$ cat config.mk
export PLATFORM = sky130hd
export DESIGN_NAME = ring_scan_display
export DESIGN_NICKNAME = d
export VERILOG_FILES = /design/src/rtl/ring_scan_display.sv
export SDC_FILE = /design/constraint.sdc
export NUM_CORES = 1
export LEC_CHECK = 0
export CAP_MARGIN = 25
export CORE_UTILIZATION = 46
export CTS_BUF_LIST = sky130_fd_sc_hd__clkbuf_4 sky130_fd_sc_hd__clkbuf_8 sky130_fd_sc_hd__clkbuf_16
export DETAILED_ROUTE_END_ITERATION = 8
export PLACE_DENSITY = 0.72
export SLEW_MARGIN = 20
export SYNTH_ARGS = -nofsm -noshare
export SYNTH_HDL_FRONTEND = slang
export SYNTH_SLANG_ARGS = --single-unit
$ cat constraint.sdc
create_clock -name clk -period 3.2 [get_ports clk]
set_input_delay 0.64 -clock clk [delete_from_list [all_inputs] [get_ports clk]]
set_output_delay 0.64 -clock clk [all_outputs]
set_load 0.005 [all_outputs]
$ cat src/rtl/ring_scan_display.sv
// Time-multiplexed 4-digit common-anode 7-segment driver clocked by a one-hot ring phase.
// Optional macro RING_SEQ_CHECK_EN adds a phase-order check on top of the one-hot check.
module ring_scan_display #(
  parameter int unsigned FRAME_W = 8,
  parameter int unsigned ERR_W   = 8
) (
  input  logic               clk,
  input  logic               reset,
  input  logic [3:0]         q,
  input  logic [15:0]        data_in,
  input  logic               data_valid,
  output logic               data_ready,
  output logic [3:0]         an,
  output logic [6:0]         seg,
  output logic               ring_err,
  output logic [ERR_W-1:0]   err_cnt,
  output logic [FRAME_W-1:0] frame_cnt
);

  localparam logic [3:0]       PH_FIRST = 4'b0001;
  localparam logic [3:0]       PH_LAST  = 4'b1000;
  localparam logic [3:0]       AN_OFF   = 4'b1111;
  localparam logic [6:0]       SEG_OFF  = 7'h7F;
  localparam logic [ERR_W-1:0] ERR_MAX  = '1;

  logic [3:0]         r_prev;
  logic [15:0]        r_disp;
  logic [15:0]        r_pend;
  logic               r_ready;
  logic [3:0]         r_an;
  logic [6:0]         r_seg;
  logic               r_ring_err;
  logic [ERR_W-1:0]   r_err_cnt;
  logic [FRAME_W-1:0] r_frame_cnt;

  logic        w_onehot;
  logic        w_order_bad;
  logic        w_illegal;
  logic        w_boundary;
  logic        w_load;
  logic [15:0] w_disp_next;
  logic [3:0]  w_digit;
  logic [6:0]  w_seg;

  assign w_onehot = (q != 4'b0000) && ((q & (q - 4'd1)) == 4'b0000);

`ifdef RING_SEQ_CHECK_EN
  logic       w_prev_onehot;
  logic [3:0] w_prev_rotl;
  assign w_prev_onehot = (r_prev != 4'b0000) && ((r_prev & (r_prev - 4'd1)) == 4'b0000);
  assign w_prev_rotl   = {r_prev[2:0], r_prev[3]};
  // Order is only judged against a known-good previous phase.
  assign w_order_bad   = w_onehot && w_prev_onehot && (q != r_prev) && (q != w_prev_rotl);
`else
  assign w_order_bad   = 1'b0;
`endif

  assign w_illegal  = !w_onehot || w_order_bad;
  assign w_boundary = (q == PH_FIRST) && (r_prev == PH_LAST);
  assign w_load     = w_boundary && !r_ready;

  // Digit is chosen from the post-load value so new data appears with phase 0001.
  assign w_disp_next = w_load ? r_pend : r_disp;

  always_comb begin
    w_digit = 4'h0;
    case (q)
      4'b0001: w_digit = w_disp_next[3:0];
      4'b0010: w_digit = w_disp_next[7:4];
      4'b0100: w_digit = w_disp_next[11:8];
      4'b1000: w_digit = w_disp_next[15:12];
      default: w_digit = 4'h0;
    endcase
  end

  always_comb begin
    w_seg = SEG_OFF;
    case (w_digit)
      4'h0: w_seg = 7'h40;
      4'h1: w_seg = 7'h79;
      4'h2: w_seg = 7'h24;
      4'h3: w_seg = 7'h30;
      4'h4: w_seg = 7'h19;
      4'h5: w_seg = 7'h12;
      4'h6: w_seg = 7'h02;
      4'h7: w_seg = 7'h78;
      4'h8: w_seg = 7'h00;
      4'h9: w_seg = 7'h10;
      4'hA: w_seg = 7'h08;
      4'hB: w_seg = 7'h03;
      4'hC: w_seg = 7'h46;
      4'hD: w_seg = 7'h21;
      4'hE: w_seg = 7'h06;
      4'hF: w_seg = 7'h0E;
      default: w_seg = SEG_OFF;
    endcase
  end

  always_ff @(posedge clk) begin
    if (reset) begin
      r_prev      <= 4'b0000;
      r_disp      <= 16'h0000;
      r_pend      <= 16'h0000;
      r_ready     <= 1'b1;
      r_an        <= AN_OFF;
      r_seg       <= SEG_OFF;
      r_ring_err  <= 1'b0;
      r_err_cnt   <= '0;
      r_frame_cnt <= '0;
    end else begin
      r_prev <= q;
      r_disp <= w_disp_next;

      // Load and capture are exclusive: load needs a full buffer, capture an empty one.
      if (w_load) begin
        r_ready <= 1'b1;
      end else if (data_valid && r_ready) begin
        r_pend  <= data_in;
        r_ready <= 1'b0;
      end

      if (w_boundary) begin
        r_frame_cnt <= r_frame_cnt + FRAME_W'(1);
      end

      if (w_illegal) begin
        r_an       <= AN_OFF;
        r_seg      <= SEG_OFF;
        r_ring_err <= 1'b1;
        if (r_err_cnt != ERR_MAX) begin
          r_err_cnt <= r_err_cnt + ERR_W'(1);
        end
      end else begin
        r_an  <= ~q;
        r_seg <= w_seg;
      end
    end
  end

  assign data_ready = r_ready;
  assign an         = r_an;
  assign seg        = r_seg;
  assign ring_err   = r_ring_err;
  assign err_cnt    = r_err_cnt;
  assign frame_cnt  = r_frame_cnt;

endmodule

=== Word-level counts from Yosys, hierarchy flattened ===
Memories as Yosys holds them, arrays and structs flattened. A register that Yosys moved wholly into a read port is not among the register bits.
Cells that the tools add are included.

* Memories: 1
* Bits in read-only memories: 112
* Output and inout port bits: 29
* Bits in registers: 58
* Word-level logic and storage cells: 35
* Input port bits: 23

* Bitwise operators: 4
* $add $sub $neg: 3
* Eq/ne operators: 6
* Reduce and logical (&&, ||, !) cells: 11
* Multiplexer cells: 2

{| class="wikitable"
|+ Memories
! memory !! words !! width !! rd ports !! clocked after Yosys merged registers in !! write ports !! RTL line !! RTL
|-
| (name not given) || 16 || 7 || 1 || 1 || 0 || 78 || <nowiki>case (w_digit)</nowiki>
|}

{| class="wikitable"
|+ Operator list
! kind !! number
|-
| 8-bit by 1-bit adder with 8-bit output, second input constant || 2
|-
| 16-bit 2-to-1 mux || 1
|-
| 4-bit case mux with 4 select lines || 1
|-
| 4-bit equality test, second input constant || 2
|-
| 8-bit inequality test, second input constant || 1
|-
| 4-bit AND || 1
|-
| 4-bit by 1-bit equality test with 1-bit output, second input constant || 1
|-
| 4-bit by 2-bit equality test with 1-bit output, second input constant || 1
|-
| 4-bit by 3-bit equality test with 1-bit output, second input constant || 1
|-
| 1-bit logical AND || 4
|-
| 4-bit zero test || 1
|-
| 4-bit inverter || 1
|-
| 2-bit AND reduction || 2
|-
| 4-bit nonzero test || 1
|-
| 2-bit OR reduction || 2
|-
| 4-bit by 1-bit subtractor with 4-bit output, second input constant || 1
|-
| 1-bit inverter || 2
|-
| 1-bit zero test || 1
|}

=== Longest topological paths before layout ===
Gate-level depths: netlist (run 1).

* Word-level depth: 6
* Gate-level depth with buffers: 12
* Gate-level depth less buffers: 10

=== Worst setup path after synthesis (run 1) ===
OpenSTA, ideal clock, no wires.

* Path kind: input to register
* From: input port q[1]
* To: register r_seg[0] (netlist: seg[0])
* Setup slack: 0.015 ns
* Arrival time: 3.067 ns
* Cell stages on the path: 11
* Buffers on the path: 2
* Cell sequence: buf_6 > or4b_4 > nor3_4 > buf_6 > mux2i_1 > o221ai_1 > a21o_1 > ha_1 > or3_1 > o221ai_1 > nand2_1

* Longest elaborated chain between the ends: 6
* Elaborated cells between the ends (all ways): 15

{| class="wikitable"
|+ RTL lines
! element !! RTL line !! RTL
|-
| start, declared || 9 || <nowiki>input logic [3:0] q,</nowiki>
|-
| 4-bit by 1-bit subtractor with 4-bit output || 45 || <nowiki>assign w_onehot = (q != 4'b0000) && ((q & (q - 4'd1)) == 4'b0000);</nowiki>
|-
| 4-bit AND || 45 ||
|-
| 4-bit zero test || 45 ||
|-
| 1-bit logical AND || 45 ||
|-
| 1-bit inverter (no source line) || -- ||
|-
| 2-bit OR reduction (no source line) || -- ||
|-
| end, declared || 31 || <nowiki>logic [6:0] r_seg;</nowiki>
|}

Parallel ways exist; a longest one is shown, timed or not.
A chain may end at the register's enable or synchronous reset.

=== Worst setup path in the final report (run 1) ===
Ends and elaborated chain as after synthesis.

==> results of run 1 <==
[metrics by stage]
step / utilization (%) / cell area (um^2)
5_1_grt: 64.7 / 3650
4_1_cts: 64.7 / 3650
2_1_floorplan: - / 2760
3_3_place_gp: 61.7 / 3480
6_report: 64.7 / 3650
3_5_place_dp: 61.7 / 3480
[area by class of cell]
type,count,area (um^2)
flip-flops and latches,65,1300
inverters,4,15.0
clock inverters,3,17.5
repair buffers,81,731
clock buffers,12,153
fillers,480,1990
well taps,72,90.1
multi-input cells,210,1350
[synth_stat cells, drive strengths merged, types with 2 or more instances]
library cell,count,area (um^2)
or4b,3,37.5
inv,4,15.0
a21oi,19,95.1
mux2,3,33.8
clkbuf,9,33.8
nor4b,3,26.3
nor2,34,128
nand3,5,25.0
o221ai,6,52.6
dfxtp,65,1300
xor2,10,87.6
a221oi,2,17.5
and3,2,12.5
or2,2,12.5
o21ai,2,10.0
o21a,2,15.0
xnor2,4,35.0
nor2b,6,37.5
or3,3,18.8
and2,2,12.5
buf,7,60.1
ha,8,100
nor3,3,26.3
nand2,49,184
nand4,5,31.3
nand3b,2,15.0
o211ai,3,27.5
mux2i,23,230
[path summary, 6_finish.rpt]
| path | start | endpoint | slack (ns) |
|---|---|---|---|
| worst max-delay path | q[1] | seg[0]$_SDFF_PP1_ | 0.17 |
| worst min-delay path | r_pend[12]$_SDFFE_PP0P_ | r_pend[12]$_SDFFE_PP0P_ | 0.46 |
| worst max register to register | r_prev[1]$_SDFF_PP0_ | seg[0]$_SDFF_PP1_ | 0.33 |
| worst min register to register | r_pend[12]$_SDFFE_PP0P_ | r_pend[12]$_SDFFE_PP0P_ | 0.46 |
[cell usage in the layout, fill, tap and decap left out, types with 3 or more instances in the layout]
cell                              count
sky130_fd_sc_hd__dfxtp_1             65
sky130_fd_sc_hd__clkdlybuf4s50_1     50
sky130_fd_sc_hd__nand2_1             49
sky130_fd_sc_hd__nor2_1              34
sky130_fd_sc_hd__buf_4               30
sky130_fd_sc_hd__mux2i_1             23
sky130_fd_sc_hd__a21oi_1             19
sky130_fd_sc_hd__xor2_1              10
sky130_fd_sc_hd__clkbuf_8            10
sky130_fd_sc_hd__ha_1                 8
sky130_fd_sc_hd__o221ai_1             6
sky130_fd_sc_hd__nor2b_1              6
sky130_fd_sc_hd__nand3_1              5
sky130_fd_sc_hd__nand4_1              5
sky130_fd_sc_hd__inv_1                4
sky130_fd_sc_hd__xnor2_1              4
sky130_fd_sc_hd__nor4b_1              3
sky130_fd_sc_hd__or3_1                3
[registers in the layout, summed over array words and instances, names as in the netlist]
| signal | flops |
|---|---|
| r_disp | 16 |
| r_pend | 16 |
| err_cnt | 8 |
| frame_cnt | 8 |
| seg | 7 |
| an | 4 |
| r_prev | 4 |
| data_ready | 1 |
| ring_err | 1 |
[critical path, delay by kind of cell]
kind	cells	cell delay, ns
buffers and inverters	1	0.42
AND/OR/NAND/NOR	4	1.26
AO/OA/AOI/OAI	3	0.44
multiplexers	1	0.26
adder cells (fa/ha/maj)	1	0.23
[kinds of logic (layout without fill, tap and decap cells)]
| kind of cell | count (synthesis) | after routing | synth area share [%] |
|---|---|---|---|
| multiplexers | 26 | 26 | 9.58 |
| buffers and inverters | 20 | 100 | 3.95 |
| AND/OR/NAND/NOR | 121 | 121 | 21.1 |
| flip-flops | 65 | 65 | 47.2 |
| XOR/XNOR | 14 | 14 | 4.45 |
| adder cells (fa/ha/maj) | 8 | 8 | 3.63 |
| AO/OA/AOI/OAI | 41 | 41 | 10.0 |
[where the power goes]
part | switching (W) | leakage, nW | internal [W]
clock | 0.000295 | 0.0891 | 0.000313
combinational | 0.0000624 | 0.827 | 0.0000777
sequential | 0.0000176 | 0.530 | 0.000837
total | 0.000375 | 1.45 | 0.00123
[routing by layer]
layer  global-route usage (%)  up-vias
li1                         -     1170
met1                     25.5     1028
met2                     29.7       46
met3                     4.57        9
met4                     9.82        0
met5                        0        -
==> impl_metrics.py, run 1 <==
metrics = {
    "die": {
        "chipHeight_um": 79.4,
        "dieArea_um2": 6300,
        "num_io_pins": 52,
        "die_x_um": 79.4,
        "starting_utilization_of_the_core_area_pct": 48.8,
        "placement_rows": 27,
        "fp.coreArea_um2": 5640,
    },
    "setup_path": {
        "critical_path_class": "in -> reg",
        "critPathCaptureType": "flop",
        "crit_slowest_cell": "sky130_fd_sc_hd__or4b_4",
        "startpoint_type": "primary input",
        "cp.required_ns": 3.43,
        "worst_path_largest_cell_delay_ns": 0.58,
        "worstPathCellList": "clkdlybuf4s50_1, or4b_4, nor3_4, mux2i_1, o221ai_1, a21o_1, ha_1, or3_1, o221ai_1, nand2_1",
        "reg2regPathDepth": 10,
        "path_common_cell": "sky130_fd_sc_hd__o221ai_1",
        "timing.critical_path.fanout_max": 5,
        "cp_data_arrival_time_ns": 3.25,
    },
    "clock_network": {
        "cts.root.buffer_cell": "sky130_fd_sc_hd__clkbuf_8",
        "cts-hold-fix-buffers": 0,
        "clock_sink_count": 65,
        "cts_resized": 0,
        "path_clk_slew_ns": 0.06,
        "clock_latency_on_the_worst_skew_pair_ns": 0.34,
        "clockBufferDepth": 2,
        "cts_tree": "yes",
        "numCtsBuffers": 9,
        "cts.repair_timing.setup_buffer_count": 0,
        "h_tree_depth": 3,
    },
    "yosys": {
        "post_synth_num_cell_types": 43,
        "mappedNetlistArea_um2": 2760,
        "synthesis.nets": 326,
        "synth_edf_count": 0,
        "yosysWarnings": 0,
        "syn-instance-count": 295,
        "synth.avg_cell_area_um2": 9.34,
        "synth_sequential_area_ratio_pct": 47.2,
        "async_flop_share_pct": 0,
        "yosys_most_used_dff": "sky130_fd_sc_hd__dfxtp_1",
        "ys_ff_latch": 65,
    },
    "global_routing": {
        "grt_util_all_layers_pct": 19.4,
        "grt_pass1_wl_um": 9330,
        "maximum_number_of_pins_on_one_net_before_global_route_repair": 30,
        "first_global_vias": 2011,
        "antenna_found_initial": 0,
        "overflow": 0,
    },
    "timing": {
        "setup_viol": 0,
        "slew_viol_final": 0,
        "actual_transition_at_the_worst_max_transition_pin_ns": 0.589,
        "fin_worst_skew_ns": 0.00420,
        "post-route-period-util_pct": 94.6,
        "setup_ws_ns": 0.173,
        "max_slew_margin_pct": 60.7,
        "rsz0062_at_grt": "no",
        "hold_ws_ns": 0.457,
        "report.final.hold_viol_count": 0,
        "max_freq_mhz": 330,
        "finalWorstPathRequiredPeriod_ns": 3.03,
        "fin_setup_tns_ns": 0,
    },
    "route": {
        "wl_per_cell_um": 12.6,
        "via_count": 2253,
        "drt_pre_antenna_iters": 4,
        "initialDrtViolationCount": 80,
        "route.detailed.drc": 0,
        "routed_wl_um": 5650,
        "drt-vias-per-instance": 5.04,
        "detailroute.wirelength.met2_um": 2530,
        "route.top_layer_used": "met4",
        "routedLengthMet1_um": 2800,
        "routed-wl-met3_um": 232,
        "drtAntennaViolNets": 0,
    },
    "placement": {
        "place.port_buffers": 51,
        "hpwl_um": 3980,
        "dpl_worst_slack_ns": -0.180,
        "dpl.cell_count": 432,
        "gpl.final_weighted_congestion": 0.813,
    },
    "finish": {
        "post_route_cells_drive_above_1_share_pct": 14.1,
        "syn_to_final_growth_pct": 32.6,
        "insertedDiodeCount": 0,
        "finalNetCount": 402,
        "fin_cells": 447,
    },
    "power": {
        "power_per_cell_area_nw_per_um2": 439,
        "total_power_w": 0.00160,
        "peakVddDrop_mv": 0.302,
        "power_leakage_nw": 1.45,
    },
    "worst_hold_path": {
        "hold-path-cell-count": 2,
        "hold_class": "reg -> reg",
    },
    "job": {
        "cap_violations": 0,
    },
    "outcome": {
        "outcome": "complete, no violations",
    },
}
Power figures use the tool's default switching activity.
==> run 2: changes to the inputs <==
- CORE_UTILIZATION: 46 -> 55
- PLACE_DENSITY: 0.72 -> 0.81
- clock period: 3.2 -> 3.93 ns (I/O delays scaled with it)
==> run 2 against run 1 <==
Clock power fell by 12%. Die area shrank 16%. Global-route usage grew 2.6 points. Worst hold slack about the same. Sequential cell count stayed put. Design area is 3.7% lower. Critical path depth rose by 1. Sequential share of layout area increased by 1.4 points. Final cell count decreased by 5.6%. Critical endpoint unchanged.
==> impl_metrics.py, run 2 (same netlist as run 1, synthesis figures left out) <==
metrics = {
    "placement": {
        "gpl.final_weighted_congestion": 0.860,
        "dpl_worst_slack_ns": 0.249,
        "place.port_buffers": 51,
        "post_dp_cell_area_um2": 3330,
        "hpwl_um": 3780,
    },
    "global_routing": {
        "grt_pass1_wl_um": 8890,
        "first_global_vias": 1932,
        "grt.met2_usage_pct": 32.2,
        "top_usage_layer": "met2",
        "grt_util_all_layers_pct": 22.0,
        "overflow": 0,
        "use_met3_pct": 4.83,
        "global_route.usage.met1_pct": 30.0,
        "maximum_number_of_pins_on_one_net_before_global_route_repair": 56,
        "antenna_found_initial": 0,
    },
    "setup_path": {
        "crit_family": "simple AND/OR/NAND/NOR gates",
        "critPathCaptureType": "flop",
        "critical_path_buffer_and_inverter_count": 3,
        "critical_path_class": "in -> reg",
        "cp_data_arrival_time_ns": 3.56,
        "cp.required_ns": 4.13,
        "timing.critical_path.fanout_max": 12,
        "worstPathCellList": "clkdlybuf4s50_1, or4b_4, nor3_4, buf_4, mux2i_1, o21a_1, inv_1, ha_1, or3_1, o221ai_1, nand2_1",
        "crit_slowest_cell": "sky130_fd_sc_hd__or4b_4",
        "startpoint_type": "primary input",
        "worst_path_largest_cell_delay_ns": 0.61,
    },
    "timing": {
        "slew_viol_final": 0,
        "finalWorstPathRequiredPeriod_ns": 3.37,
        "actual_transition_at_the_worst_max_transition_pin_ns": 0.960,
        "fin_worst_skew_ns": 0.00493,
        "post-route-period-util_pct": 85.7,
        "fin_setup_tns_ns": 0,
        "max_slew_margin_pct": 36.0,
        "rsz0062_at_grt": "no",
        "setup_viol": 0,
        "setup_ws_ns": 0.563,
        "max_freq_mhz": 297,
        "report.final.hold_viol_count": 0,
    },
    "finish": {
        "design_area_um2": 3520,
        "top_regs": "r_disp: 16 flops, r_pend: 16 flops",
        "finalNetCount": 383,
        "fillers": 372,
        "insertedDiodeCount": 0,
        "syn_to_final_growth_pct": 27.6,
        "final_cell_mix": "sky130_fd_sc_hd__dfxtp_1 (65), sky130_fd_sc_hd__clkdlybuf4s50_1 (50), sky130_fd_sc_hd__nand2_1 (49), sky130_fd_sc_hd__nor2_1 (34), sky130_fd_sc_hd__mux2i_1 (23)",
        "finalCoreUtilization_pct": 73.5,
        "post_route_cells_drive_above_1_share_pct": 9.30,
        "layout_commonest_cell": "sky130_fd_sc_hd__dfxtp_1",
    },
    "die": {
        "die_x_um": 72.8,
        "dieArea_um2": 5300,
        "fp.coreArea_um2": 4790,
        "placement_rows": 25,
        "num_io_pins": 52,
        "chipHeight_um": 72.8,
        "starting_utilization_of_the_core_area_pct": 57.6,
    },
    "power": {
        "peakVddDrop_mv": 0.239,
        "power_per_cell_area_nw_per_um2": 381,
        "power_leakage_nw": 1.36,
    },
    "clock_network": {
        "cts_tree": "yes",
        "cts.repair_timing.setup_buffer_count": 0,
        "path_clk_slew_ns": 0.07,
        "clock_sink_count": 65,
        "h_tree_depth": 3,
        "clock_latency_on_the_worst_skew_pair_ns": 0.33,
        "cts_resized": 0,
        "cts-hold-fix-buffers": 0,
        "numCtsBuffers": 9,
        "clockBufferDepth": 2,
        "cts.root.buffer_cell": "sky130_fd_sc_hd__clkbuf_8",
    },
    "route": {
        "drtAntennaViolNets": 0,
        "initialDrtViolationCount": 139,
        "routed_wl_um": 5390,
        "drt-vias-per-instance": 5.19,
        "via_count": 2191,
        "drt_pre_antenna_iters": 4,
        "route.detailed.drc": 0,
        "wl_per_cell_um": 12.8,
    },
    "outcome": {
        "outcome": "complete, no violations",
    },
    "worst_hold_path": {
        "hold_class": "reg -> reg",
    },
    "job": {
        "cap_violations": 0,
    },
}
[run 2: worst reg2reg max path, cell delays in order, from the launching register on]
cell	delay (ns)
sky130_fd_sc_hd__dfxtp_1	0.30
sky130_fd_sc_hd__or4b_4	0.59
sky130_fd_sc_hd__or2_1	0.28
sky130_fd_sc_hd__mux2_1	0.33
sky130_fd_sc_hd__a221oi_1	0.39
sky130_fd_sc_hd__o21a_1	0.21
sky130_fd_sc_hd__inv_1	0.07
sky130_fd_sc_hd__ha_1	0.22
sky130_fd_sc_hd__or3_1	0.38
sky130_fd_sc_hd__o221ai_1	0.09
sky130_fd_sc_hd__nand2_1	0.07
[run 2: worst paths after layout]
path | start | end | slack [ns] | cells past startpoint
max | q[1] | seg[0]$_SDFF_PP1_ | 0.56 | 11
min | r_pend[10]$_SDFFE_PP0P_ | r_pend[10]$_SDFFE_PP0P_ | 0.46 | 2
max reg2reg | r_prev[1]$_SDFF_PP0_ | seg[0]$_SDFF_PP1_ | 0.86 | 10
min reg2reg | r_pend[10]$_SDFFE_PP0P_ | r_pend[10]$_SDFFE_PP0P_ | 0.46 | 2
[run 2: per-stage QoR]
| stage | instances | hold WS (ns) | power, W |
|---|---|---|---|
| after floorplan | 295 | 0.434 | 0.000765 |
| after global placement | 408 | 0.450 | 0.000818 |
| after detailed placement | 408 | 0.453 | 0.000820 |
| after CTS | 422 | 0.459 | 0.00135 |
| after global routing | 422 | 0.481 | 0.00139 |
| final | 422 | 0.457 | 0.00134 |
[run 2: area by class of cell]
type	instances	area, um^2	area share (%)
tap	67	83.8	2.38
inverter	4	15.0	0.427
clock buffer	10	138	3.91
clock inverter	4	45.0	1.28
multi-input combinational	210	1350	38.3
timing repair buffer	62	588	16.7
sequential	65	1300	37.0
[run 2: routing by layer]
layer  vias up  wire length (um)  part of all wire, %
met5         -                 0                    0
met4         0               129                  2.4
met3        11               173                  3.2
met2        41              2440                   45
met1      1012              2650                   49
li1       1127                 -                    -
[run 2: power breakdown]
group / leakage [nW] / switching (W) / total (W) / internal [W]
clock: 0.0978 / 0.000235 / 0.000535 / 0.000300
sequential: 0.530 / 0.0000143 / 0.000696 / 0.000681
combinational: 0.735 / 0.0000486 / 0.000109 / 0.0000604
total: 1.36 / 0.000298 / 0.00134 / 0.00104
